===== src/rtl/saturn_mouse_port_pkg.sv =====
// Shared types and constants for the Saturn peripheral-port responders.
package saturn_periph_pkg;

    typedef enum logic [1:0] {IDLE, ACTIVE, DONE} port_state_t;

    localparam logic [3:0] MOUSE_ID0 = 4'h0;
    localparam logic [3:0] MOUSE_ID1 = 4'hB;
    localparam logic [3:0] MOUSE_ID2 = 4'hF;
    localparam logic [3:0] MOUSE_ID3 = 4'hF;

    localparam int unsigned NIB_COUNT = 10;

    typedef struct packed {
        logic [3:0] flags;
        logic [3:0] buttons;
        logic [7:0] x;
        logic [7:0] y;
    } mouse_snap_t;

    // Index NIB_COUNT and beyond reads as zero once the report is exhausted.
    function automatic logic [3:0] mouse_nibble(input mouse_snap_t s, input logic [3:0] idx);
        logic [3:0] nib;
        case (idx)
            4'd0:    nib = MOUSE_ID0;
            4'd1:    nib = MOUSE_ID1;
            4'd2:    nib = MOUSE_ID2;
            4'd3:    nib = MOUSE_ID3;
            4'd4:    nib = s.flags;
            4'd5:    nib = s.buttons;
            4'd6:    nib = s.x[7:4];
            4'd7:    nib = s.x[3:0];
            4'd8:    nib = s.y[7:4];
            4'd9:    nib = s.y[3:0];
            default: nib = 4'h0;
        endcase
        return nib;
    endfunction

endpackage


===== src/rtl/saturn_mouse_port_if.sv =====
// Saturn controller-port handshake: host drives TH/TR, the peripheral answers on D/TL.
interface saturn_mouse_port_if;
    logic       th;
    logic       tr;
    logic [3:0] d;
    logic       tl;

    modport master (output th, output tr, input d, input tl);
    modport slave  (input th, input tr, output d, output tl);
endinterface


===== src/rtl/saturn_mouse_port_sync_edge.sv =====
// Multi-stage synchronizer with a registered previous value for edge detection.
module sync_edge #(
    parameter int unsigned SYNC_STAGES = 2,
    parameter logic        RESET_VALUE = 1'b1
) (
    input  logic clk,
    input  logic reset_n,
    input  logic async_in,
    output logic level,
    output logic rise,
    output logic fall
);
    logic [SYNC_STAGES-1:0] chain;
    logic                   prev;

    always_ff @(posedge clk) begin
        if (!reset_n) begin
            chain <= {SYNC_STAGES{RESET_VALUE}};
            prev  <= RESET_VALUE;
        end else begin
            chain <= {chain[SYNC_STAGES-2:0], async_in};
            prev  <= chain[SYNC_STAGES-1];
        end
    end

    // Both operands are flops, so the edge strobes are glitch-free one-cycle pulses.
    assign level = chain[SYNC_STAGES-1];
    assign rise  = level & ~prev;
    assign fall  = ~level & prev;
endmodule


===== src/rtl/saturn_mouse_port.sv =====
// Saturn shuttle-mouse responder: serves a 10-nibble report snapshotted at TH fall.
module saturn_mouse_port
    import saturn_periph_pkg::*;
#(
    parameter int unsigned SYNC_STAGES = 2,
    parameter logic [15:0] TIMEOUT     = 16'd4096
) (
    input  logic                 clk,
    input  logic                 reset_n,
    saturn_mouse_port_if.slave   port,
    input  logic [3:0]           flags,
    input  logic [3:0]           buttons,
    input  logic [7:0]           x,
    input  logic [7:0]           y,
    output logic                 reset_acc
);
    logic th_level, th_rise, th_fall;
    logic tr_level, tr_rise, tr_fall, tr_edge;

    sync_edge #(.SYNC_STAGES(SYNC_STAGES), .RESET_VALUE(1'b1)) u_th_sync (
        .clk(clk), .reset_n(reset_n), .async_in(port.th),
        .level(th_level), .rise(th_rise), .fall(th_fall)
    );

    sync_edge #(.SYNC_STAGES(SYNC_STAGES), .RESET_VALUE(1'b1)) u_tr_sync (
        .clk(clk), .reset_n(reset_n), .async_in(port.tr),
        .level(tr_level), .rise(tr_rise), .fall(tr_fall)
    );

    assign tr_edge = tr_rise | tr_fall;

    port_state_t state, state_n;
    mouse_snap_t snap, snap_n;
    logic [3:0]  idx, idx_n;
    logic [3:0]  d_q, d_n;
    logic        tl_q, tl_n;
    logic        tl_pend, tl_pend_n;
    logic [15:0] cnt, cnt_n;
    logic        acc_n;

    always_ff @(posedge clk) begin
        if (!reset_n) begin
            state     <= IDLE;
            snap      <= '0;
            idx       <= '0;
            d_q       <= '0;
            tl_q      <= 1'b1;
            tl_pend   <= 1'b0;
            cnt       <= '0;
            reset_acc <= 1'b0;
        end else begin
            state     <= state_n;
            snap      <= snap_n;
            idx       <= idx_n;
            d_q       <= d_n;
            tl_q      <= tl_n;
            tl_pend   <= tl_pend_n;
            cnt       <= cnt_n;
            reset_acc <= acc_n;
        end
    end

    always_comb begin
        state_n   = state;
        snap_n    = snap;
        idx_n     = idx;
        d_n       = d_q;
        tl_n      = tl_q;
        tl_pend_n = 1'b0;
        cnt_n     = cnt;
        acc_n     = 1'b0;

        // TL follows the D update by one cycle via the pending flag.
        if (tl_pend)
            tl_n = ~tl_q;

        if (th_rise) begin
            state_n = IDLE;
            idx_n   = '0;
            d_n     = '0;
            tl_n    = 1'b1;
            cnt_n   = '0;
        end else begin
            case (state)
                IDLE: begin
                    idx_n = '0;
                    d_n   = '0;
                    tl_n  = 1'b1;
                    cnt_n = '0;
                    if (th_fall) begin
                        snap_n  = '{flags: flags, buttons: buttons, x: x, y: y};
                        acc_n   = 1'b1;
                        d_n     = mouse_nibble(snap_n, 4'd0);
                        state_n = ACTIVE;
                    end
                end
                ACTIVE: begin
                    if (tr_edge) begin
                        idx_n     = (idx == 4'(NIB_COUNT)) ? idx : idx + 4'd1;
                        d_n       = mouse_nibble(snap, idx_n);
                        tl_pend_n = 1'b1;
                        cnt_n     = '0;
                    end else if (cnt == TIMEOUT - 16'd1) begin
                        state_n = DONE;
                        d_n     = '0;
                        tl_n    = 1'b1;
                        cnt_n   = '0;
                    end else begin
                        cnt_n = cnt + 16'd1;
                    end
                end
                DONE: begin
                    d_n   = '0;
                    tl_n  = 1'b1;
                    cnt_n = '0;
                    if (th_level)
                        state_n = IDLE;
                end
                default: state_n = IDLE;
            endcase
        end
    end

    assign port.d  = d_q;
    assign port.tl = tl_q;
endmodule

===== src/flat_wrapper.sv =====
// flat-port wrapper written by rule: the top's interface ports become plain ports
module saturn_mouse_port_flat import saturn_periph_pkg::*;
#(
    parameter int unsigned SYNC_STAGES = 2,
    parameter logic [15:0] TIMEOUT     = 16'd4096
)
  (clk, reset_n, flags, buttons, x, y, reset_acc, port_th, port_tr, port_d, port_tl);
  saturn_mouse_port_if port_i ();
  input  logic clk;
  input  logic reset_n;
  input  logic [3:0] flags;
  input  logic [3:0] buttons;
  input  logic [7:0] x;
  input  logic [7:0] y;
  output logic reset_acc;
  input wire logic [$bits(port_i.th)-1:0] port_th;
  input wire logic [$bits(port_i.tr)-1:0] port_tr;
  output wire logic [$bits(port_i.d)-1:0] port_d;
  output wire logic [$bits(port_i.tl)-1:0] port_tl;
  assign port_i.th = port_th;
  assign port_i.tr = port_tr;
  assign port_d = port_i.d;
  assign port_tl = port_i.tl;
  saturn_mouse_port #(.SYNC_STAGES(SYNC_STAGES), .TIMEOUT(TIMEOUT)) u_core (.clk(clk), .reset_n(reset_n), .port(port_i), .flags(flags), .buttons(buttons), .x(x), .y(y), .reset_acc(reset_acc));
endmodule

===== config.mk =====
export PLATFORM = sky130hd
export DESIGN_NAME = saturn_mouse_port_flat
export DESIGN_NICKNAME = d
export VERILOG_FILES = /design/src/rtl/saturn_mouse_port_pkg.sv /design/src/rtl/saturn_mouse_port_if.sv /design/src/rtl/saturn_mouse_port_sync_edge.sv /design/src/rtl/saturn_mouse_port.sv /design/src/flat_wrapper.sv
export SDC_FILE = /design/constraint.sdc
export NUM_CORES = 1
export LEC_CHECK = 0
export BUFFER_PORTS_ARGS = -buffer_cell sky130_fd_sc_hd__buf_2
export CAP_MARGIN = 20
export CORE_ASPECT_RATIO = 1.4
export CORE_MARGIN = 10
export CORE_UTILIZATION = 50
export CTS_CLUSTER_DIAMETER = 60
export CTS_CLUSTER_SIZE = 16
export DETAILED_ROUTE_END_ITERATION = 6
export PLACE_DENSITY = 0.7
export SLEW_MARGIN = 20
export SYNTH_ARGS = -nofsm -noshare
export SYNTH_HDL_FRONTEND = slang
export SYNTH_SLANG_ARGS = --single-unit

===== constraint.sdc =====
create_clock -name clk -period 5.6 [get_ports clk]
set_clock_uncertainty 0.1 [all_clocks]
set_input_delay 0.28 -clock clk [delete_from_list [all_inputs] [get_ports clk]]
set_output_delay 0.28 -clock clk [all_outputs]
set_load 0.02 [all_outputs]

==> summary.md, run 1 <==
| Metric | Value |
|---|---|
| Outcome | `complete, no violations` |
| Critical path's top delay family | `flip-flops` |
| RSZ-0062 raised after global routing | `false` |
| Syn_nets | `391` |
| Tcrit/Tclk final | `44.1%` |
| CTS tree | `done` |
| DR WL/cell | `14.8 um` |
| CTS Buf Count | `9` |
| Multi-input logic area | `0.00160 mm2` |
| Max Cap Viol | `0` |
| Lkg Pwr | `1.19 nW` |
| Worst EP required | `5.72 ns` |
| Congestion Overflow GR | `0` |
| Die W | `84.3 um` |
| Commonest cells after routing, fill and taps aside | `nand2_1, dfxtp_1, buf_2, a21boi_0, nor2_1` |
| Slew Limit Fails | `0` |
| First-pass GRT wire length | `11,600 um` |
| Share of cells above drive strength 1 | `15.2%` |
| Fin Setup TNS | `0 ns` |
| Max-slew headroom | `40.0%` |
| Post-synthesis adder-cell area fraction | `2.16%` |
| Drt initial violations | `126` |
| CTS H-tree lvls | `3` |
| Final core occ | `58.6%` |
| Post-CTS sizing | `0` |
| Post-synth top area share | `40.8%` |
| GRT Util Overall | `15.0%` |
| Register Area | `0.00118 mm2` |
| Largest net degree at the start of global routing | `35` |
| DR vias | `2,592` |
| Top cells by area, synth | `dfxtp_1, nand2_1, a21boi_0` |
| DIE AREA | `0.00927 mm2` |
| Synthesized area | `0.00289 mm2` |
| WP buf/inv | `1` |
| Post-Route WL | `6740 um` |
| Area Growth Syn to Fin | `12.8%` |
| DRC | `0` |
| Antenna fix cells | `0` |
| Seq cells post-synth | `59` |
| Slew at the pin with the worst max-slew slack | `0.898 ns` |
| Unique masters post-synth | `56` |
| Post-CTS Hold Buffers | `0` |
| Setup violators final | `0` |
| Synth Area in Compound Gates | `22.7%` |
| Post-Synth Simple-Gate Area | `26.6%` |
| CTS Sinks | `59` |
| Worst setup SP type | `flip-flop` |
| Post-CTS setup buffer count | `0` |
| Site Rows | `32` |
| Initial antenna violation count | `0` |
| Max IR drop VDD | `139 uV` |
| Worst Path Max Fanout | `10` |
| Core area | `0.00557 mm2` |
| Critical path, cell by cell | `inv_1, ha_1, and3b_1, xnor2_1, mux2_2, a32o_1, o21ai_0, nand2_1` |
| I/O pin cnt | `34` |
| XOR/XNOR Fraction of Synth Area | `2.42%` |
| Final hold vios | `0` |
| Gpl congestion | `0.949` |
| Synth async-reset ratio | `0%` |
| Slowest stage delay, CP | `0.53 ns` |
| Arr. time, crit path | `2.59 ns` |
| Cells after Synth | `358` |
| Post-synth EDFFs | `0` |
| Initial core utilization | `52.0%` |
| Min cycle time layout | `2.47 ns` |
| Synth Flop Type | `dfxtp_1` |
| # nets final | `416` |
| Commonest non-fill, non-tap cell in the layout | `nand2_1` |
| Main combinational cell family by area after synthesis | `simple AND/OR/NAND/NOR gates` |
| Worst Hold Class | `primary input to flip-flop` |
| Chip height | `110 um` |
| Pre-CTS setup slack | `3.16 ns` |
| Register area share after synthesis | `40.8%` |
| Skew-Pair Late Insertion Delay | `0.33 ns` |
| Warnings from Yosys | `0` |
| Hpwl dp | `4890 um` |
| Worst Path Class, Setup | `flip-flop to flip-flop` |
| Max Root-Sink Buffers | `2` |
| Syn Area/Cell | `8.08 um2` |
| PnR worst setup slack | `3.13 ns` |
| Cell taking the most area after synthesis | `dfxtp_1` |
| CP endpoint kind | `flip-flop` |
| Fillcell total | `530` |
| Max Freq | `405 MHz` |
| Post-synthesis mux area share | `1.51%` |
| Reg clk slew, reported paths | `0.07 ns` |
| Antenna-violating nets left | `0` |
| Vias/cell | `5.68` |
| DRT Pass-1 Iters | `4` |
| CTS root buffer | `clkbuf_8` |
| Power per cell area | `273 mW/mm2` |
| Vias in the first global route | `2,579` |
| Pwr Total | `891 uW` |
| Critical path's slowest cell | `dfxtp_1` |
| I/O Buffers | `33` |
[layout make-up]
type / instances / share of cell area, %
inverter: 6 / 0.690
multi-input combinational: 274 / 49.1
timing repair buffer: 33 / 5.06
clock buffer: 10 / 3.91
clock inverter: 6 / 2.45
sequential: 59 / 36.2
tap: 68 / 2.61
[worst reg2reg max path, stage by stage (launching register included)]
cell and delay, ns:
dfxtp_1 0.53, inv_1 0.11, ha_1 0.23, and3b_1 0.20, xnor2_1 0.38, mux2_2 0.39
a32o_1 0.19, o21ai_0 0.15, nand2_1 0.06
[cells in the mapped netlist, drive strengths merged, types with 2 or more instances]
library cell  count
a31oi             7
o21a              2
a22o              6
dfxtp            59
a22oi             5
inv               5
nand2            77
nor4              2
a21boi           25
a21oi            16
and2              5
buf               6
o21ai            16
clkbuf           13
a32oi             3
nand2b            9
mux2              3
nor2b             3
nand4             2
ha                5
and3              4
nand3            20
nand3b            3
o31ai             2
or3               4
a211oi            2
nor2             22
xnor2             7
nor3              8
a31o              2
[through the flow]
stage	hold slack (ns)	cell area [um2]	instances
global placement	0.292	3060	440
floorplan	0.281	2890	358
detailed placement	0.292	3060	440
global route	0.0228	3260	456
CTS	0.0158	3260	456
finish	0.0217	3260	456
[routing by layer]
layer  GRT usage [%]  vias up  part of all wire, %
li1                -     1310                    -
met1            16.3     1224                   43
met2            26.9       46                   52
met3            3.74       12                  3.3
met4            7.43        0                  2.0
met5               0        -                    0
[sequential cells by signal, summed over array words and instances (netlist names)]
signal	count
u_core.snap	24
u_core.cnt	16
u_core.idx	4
u_core.port.d	4
u_core.state	2
u_core.u_th_sync.chain	2
u_core.u_tr_sync.chain	2
u_core.port.tl	1
u_core.reset_acc	1
u_core.tl_pend	1
u_core.u_th_sync.prev	1
u_core.u_tr_sync.prev	1
[logic make-up (layout without fill, tap and decap cells)]
logic type,Yosys count,after routing
simple gates,162,162
compound gates,95,95
flops,59,59
buf+inv,25,55
xor+xnor,8,8
fa+ha+maj,5,5
mux,4,4
[worst paths after layout]
check	to	cells past startpoint	slack, ns	from
setup / recovery	u_core.port.d[2]	8	3.13	u_core.idx[0]
hold / removal	u_core.u_th_sync.chain[0]	2	0.02	port_th
setup reg to reg	u_core.port.d[2]	8	3.13	u_core.idx[0]
hold reg to reg	u_core.u_th_sync.chain[1]	1	0.31	u_core.u_th_sync.chain[0]
[where the power goes]
| group | switching (mW) | leakage, nW | internal, mW |
|---|---|---|---|
| Sequential | 0.00618 | 0.478 | 0.428 |
| Clock | 0.164 | 0.110 | 0.247 |
| Combinational | 0.0258 | 0.604 | 0.0194 |
Note: power is estimated with default switching activity, not from simulation.
==> inputs of run 2 (changes only) <==
==> constraint.sdc (replaced) <==
create_clock -name clk -period 2.3 [get_ports clk]
set_clock_uncertainty 0.1 [all_clocks]
set_input_delay 0.115 -clock clk [delete_from_list [all_inputs] [get_ports clk]]
set_output_delay 0.115 -clock clk [all_outputs]
set_load 0.02 [all_outputs]
==> summary.md, run 2 (same netlist as run 1, synthesis figures left out) <==
| Metric | Value |
|---|---|
| CTS tree | `done` |
| First-pass GRT wire length | `12,800 um (+9.5%)` |
| Max Cap Viol | `0 (unchanged)` |
| Sw Pwr | `487 uW (+150%)` |
| DIE AREA | `0.00927 mm2 (unchanged)` |
| Commonest non-fill, non-tap cell in the layout | `nand2_1` |
| Met1 Usage GRT | `18.0% (+1.7 points)` |
| Min cycle time layout | `2.13 ns (-0.334 ns)` |
| Worst hold start | `reset_n` |
| Skew-Pair Late Insertion Delay | `0.34 ns (about the same)` |
| CTS Buf Count | `9 (unchanged)` |
| DRT Pass-1 Iters | `4 (unchanged)` |
| DR vias | `2,726 (+5.2%)` |
| DR WL/cell | `14.7 um (-0.20%)` |
| Tcrit/Tclk final | `92.7% (+49 points)` |
| Chip height | `110 um (unchanged)` |
| Met3 usage in global routing | `4.26% (+0.51 points)` |
| Initial core utilization | `52.0% (unchanged)` |
| Reg clk slew, reported paths | `0.07 ns (about the same)` |
| Site Rows | `32 (unchanged)` |
| Hold_ws | `0.0395 ns (+0.0177 ns)` |
| CTS Sinks | `59 (unchanged)` |
| Antenna-violating nets left | `0 (unchanged)` |
| Area Growth Syn to Fin | `25.7%` |
| Fillcell total | `466 (-12%)` |
| Drt initial violations | `174 (+38%)` |
| I/O Buffers | `33 (unchanged)` |
| Lkg Pwr | `1.37 nW (+15%)` |
| # nets final | `457 (+9.9%)` |
| Worst Hold Class | `primary input to flip-flop` |
| Congestion Overflow GR | `0 (unchanged)` |
| Post-CTS setup buffer count | `0 (unchanged)` |
| Vias in the first global route | `2,753 (+6.7%)` |
| Post-Route WL | `7330 um (+8.8%)` |
| Core area | `0.00557 mm2 (unchanged)` |
| Reg with most FFs | `u_core.snap` |
| Design Area, Final | `0.00364 mm2 (+11%)` |
| Final hold vios | `0 (unchanged)` |
| Worst Path Class, Setup | `flip-flop to flip-flop` |
| Max Root-Sink Buffers | `2 (unchanged)` |
| Largest registers | `u_core.snap: 24 flops, u_core.cnt: 16 flops` |
| CP startpoint | `u_core.idx[0]` |
| GRT Util Overall | `16.5% (+1.4 points)` |
| DRC | `0 (unchanged)` |
| Busiest grt layer | `met2` |
| Max reg flops | `24 (unchanged)` |
| I/O pin cnt | `34 (unchanged)` |
| CP endpoint kind | `flip-flop` |
| Gpl congestion | `0.845 (-11%)` |
| CTS H-tree lvls | `3 (unchanged)` |
| Vias/cell | `5.48 (-3.5%)` |
| Slew Limit Fails | `0 (unchanged)` |
| GR Layer Usage met2 | `29.5% (+2.6 points)` |
| Outcome | `complete, no violations` |
| Power per cell area | `596 mW/mm2 (+120%)` |
| Sw frac | `22.5% (+0.49 points)` |
| Commonest cells after routing, fill and taps aside | `nand2_1, dfxtp_1, buf_2, dlygate4sd3_1, a21boi_0` |
| Setup violators final | `0 (unchanged)` |
| CTS root buffer | `clkbuf_8` |
| Max Freq | `469 MHz (+16%)` |
| Multi-input logic area | `0.00161 mm2 (+0.70%)` |
| Largest net degree at the start of global routing | `32 (-8.6%)` |
| Arr. time, crit path | `2.28 ns (-0.31 ns)` |
| Worst Path Max Fanout | `9 (-1)` |
| Initial antenna violation count | `1 (+1)` |
| Worst setup SP type | `flip-flop` |
| Worst EP required | `2.44 ns (-3.28 ns)` |
| Max IR drop VDD | `388 uV (+180%)` |
| Clock share of power | `43.9% (-2.3 points)` |
| Hpwl dp | `5120 um (+4.7%)` |
| Register Area | `0.00118 mm2 (+0.11%)` |
| Max-slew headroom | `63.5% (+24 points)` |
| Area after DPL | `0.00317 mm2 (+3.7%)` |
| FF-to-FF Start | `u_core.idx[0]` |
| Slew at the pin with the worst max-slew slack | `0.544 ns (-0.354 ns)` |
| Die W | `84.3 um (unchanged)` |
| Seq pwr share | `48.7% (about the same)` |
| P_int | `1.68 mW (+140%)` |
| Share of cells above drive strength 1 | `17.5% (+2.3 points)` |
| Combinational share of power | `7.4% (+2.3 points)` |
[run 2: cell types whose count changed in the layout (fill, tap and decap cells not counted), sizes merged]
cell         change
buf             +15
bufinv           -1
clkbuf           +3
diode            +1
clkinv           -3
dlygate4sd3     +26
[run 2: repair_timing]
action | 4_1_cts | 5_1_grt
gates resized for setup | 0 | 3
hold buffers | 26 | 0
hold endpoints to repair | 26 | 0
setup endpoints to repair | 0 | 10
[run 2: path summary, 6_finish.rpt]
| path | cells past startpoint | endpoint | slack [ns] |
|---|---|---|---|
| setup / recovery | 8 | u_core.port.d[3] | 0.17 |
| hold / removal | 3 | u_core.tl_pend | 0.04 |
| setup reg to reg | 8 | u_core.port.d[3] | 0.17 |
| hold reg to reg | 1 | u_core.u_tr_sync.chain[1] | 0.31 |
[run 2: metal layers]
| metal | share of wire (%) | routed length (um) |
|---|---|---|
| met1 | 41 | 3030 |
| met2 | 52 | 3840 |
| met3 | 3.6 | 264 |
| met4 | 2.7 | 197 |
| met5 | 0 | 0 |
[run 2: power by group through the flow]
stage          Clock [mW]  Combinational [mW]  Sequential [mW]
5_1_grt              1.01               0.179             1.06
3_3_place_gp            0               0.122             1.08
6_report            0.951               0.160             1.06
2_1_floorplan           0              0.0774             1.07
4_1_cts             0.960               0.159             1.05
3_5_place_dp            0               0.125             1.08
[run 2: critical path, cell delays in order (launching register included)]
cell and delay (ns):
dfxtp_1 0.32, buf_4 0.17, ha_1 0.25, nand2b_1 0.12, a21boi_0 0.32, a21oi_2 0.18
a221oi_1 0.30, nand2_1 0.08, a22o_1 0.19
[run 2: metrics by stage]
stage	setup slack [ns]	util [%]	TNS, ns	power, mW	instances
after floorplan	0.0521	-	0	1.15	358
after global placement	0.161	56.9	0	1.20	455
after detailed placement	0.0904	56.9	0	1.20	455
after CTS	0.0646	65.1	0	2.17	496
after global routing	-0.00921	65.4	-0.00921	2.25	497
final	0.167	65.4	0	2.17	497
[run 2: layout make-up]
cell class              instances  share of cell area [%]
diodes                          1                  0.0688
inverters                       6                   0.619
multi-input cells             274                    44.3
clock inverters                 2                   0.963
clock buffers                  13                    4.37
flip-flops and latches         59                    32.5
repair buffers                 74                    14.8
well taps                      68                    2.34
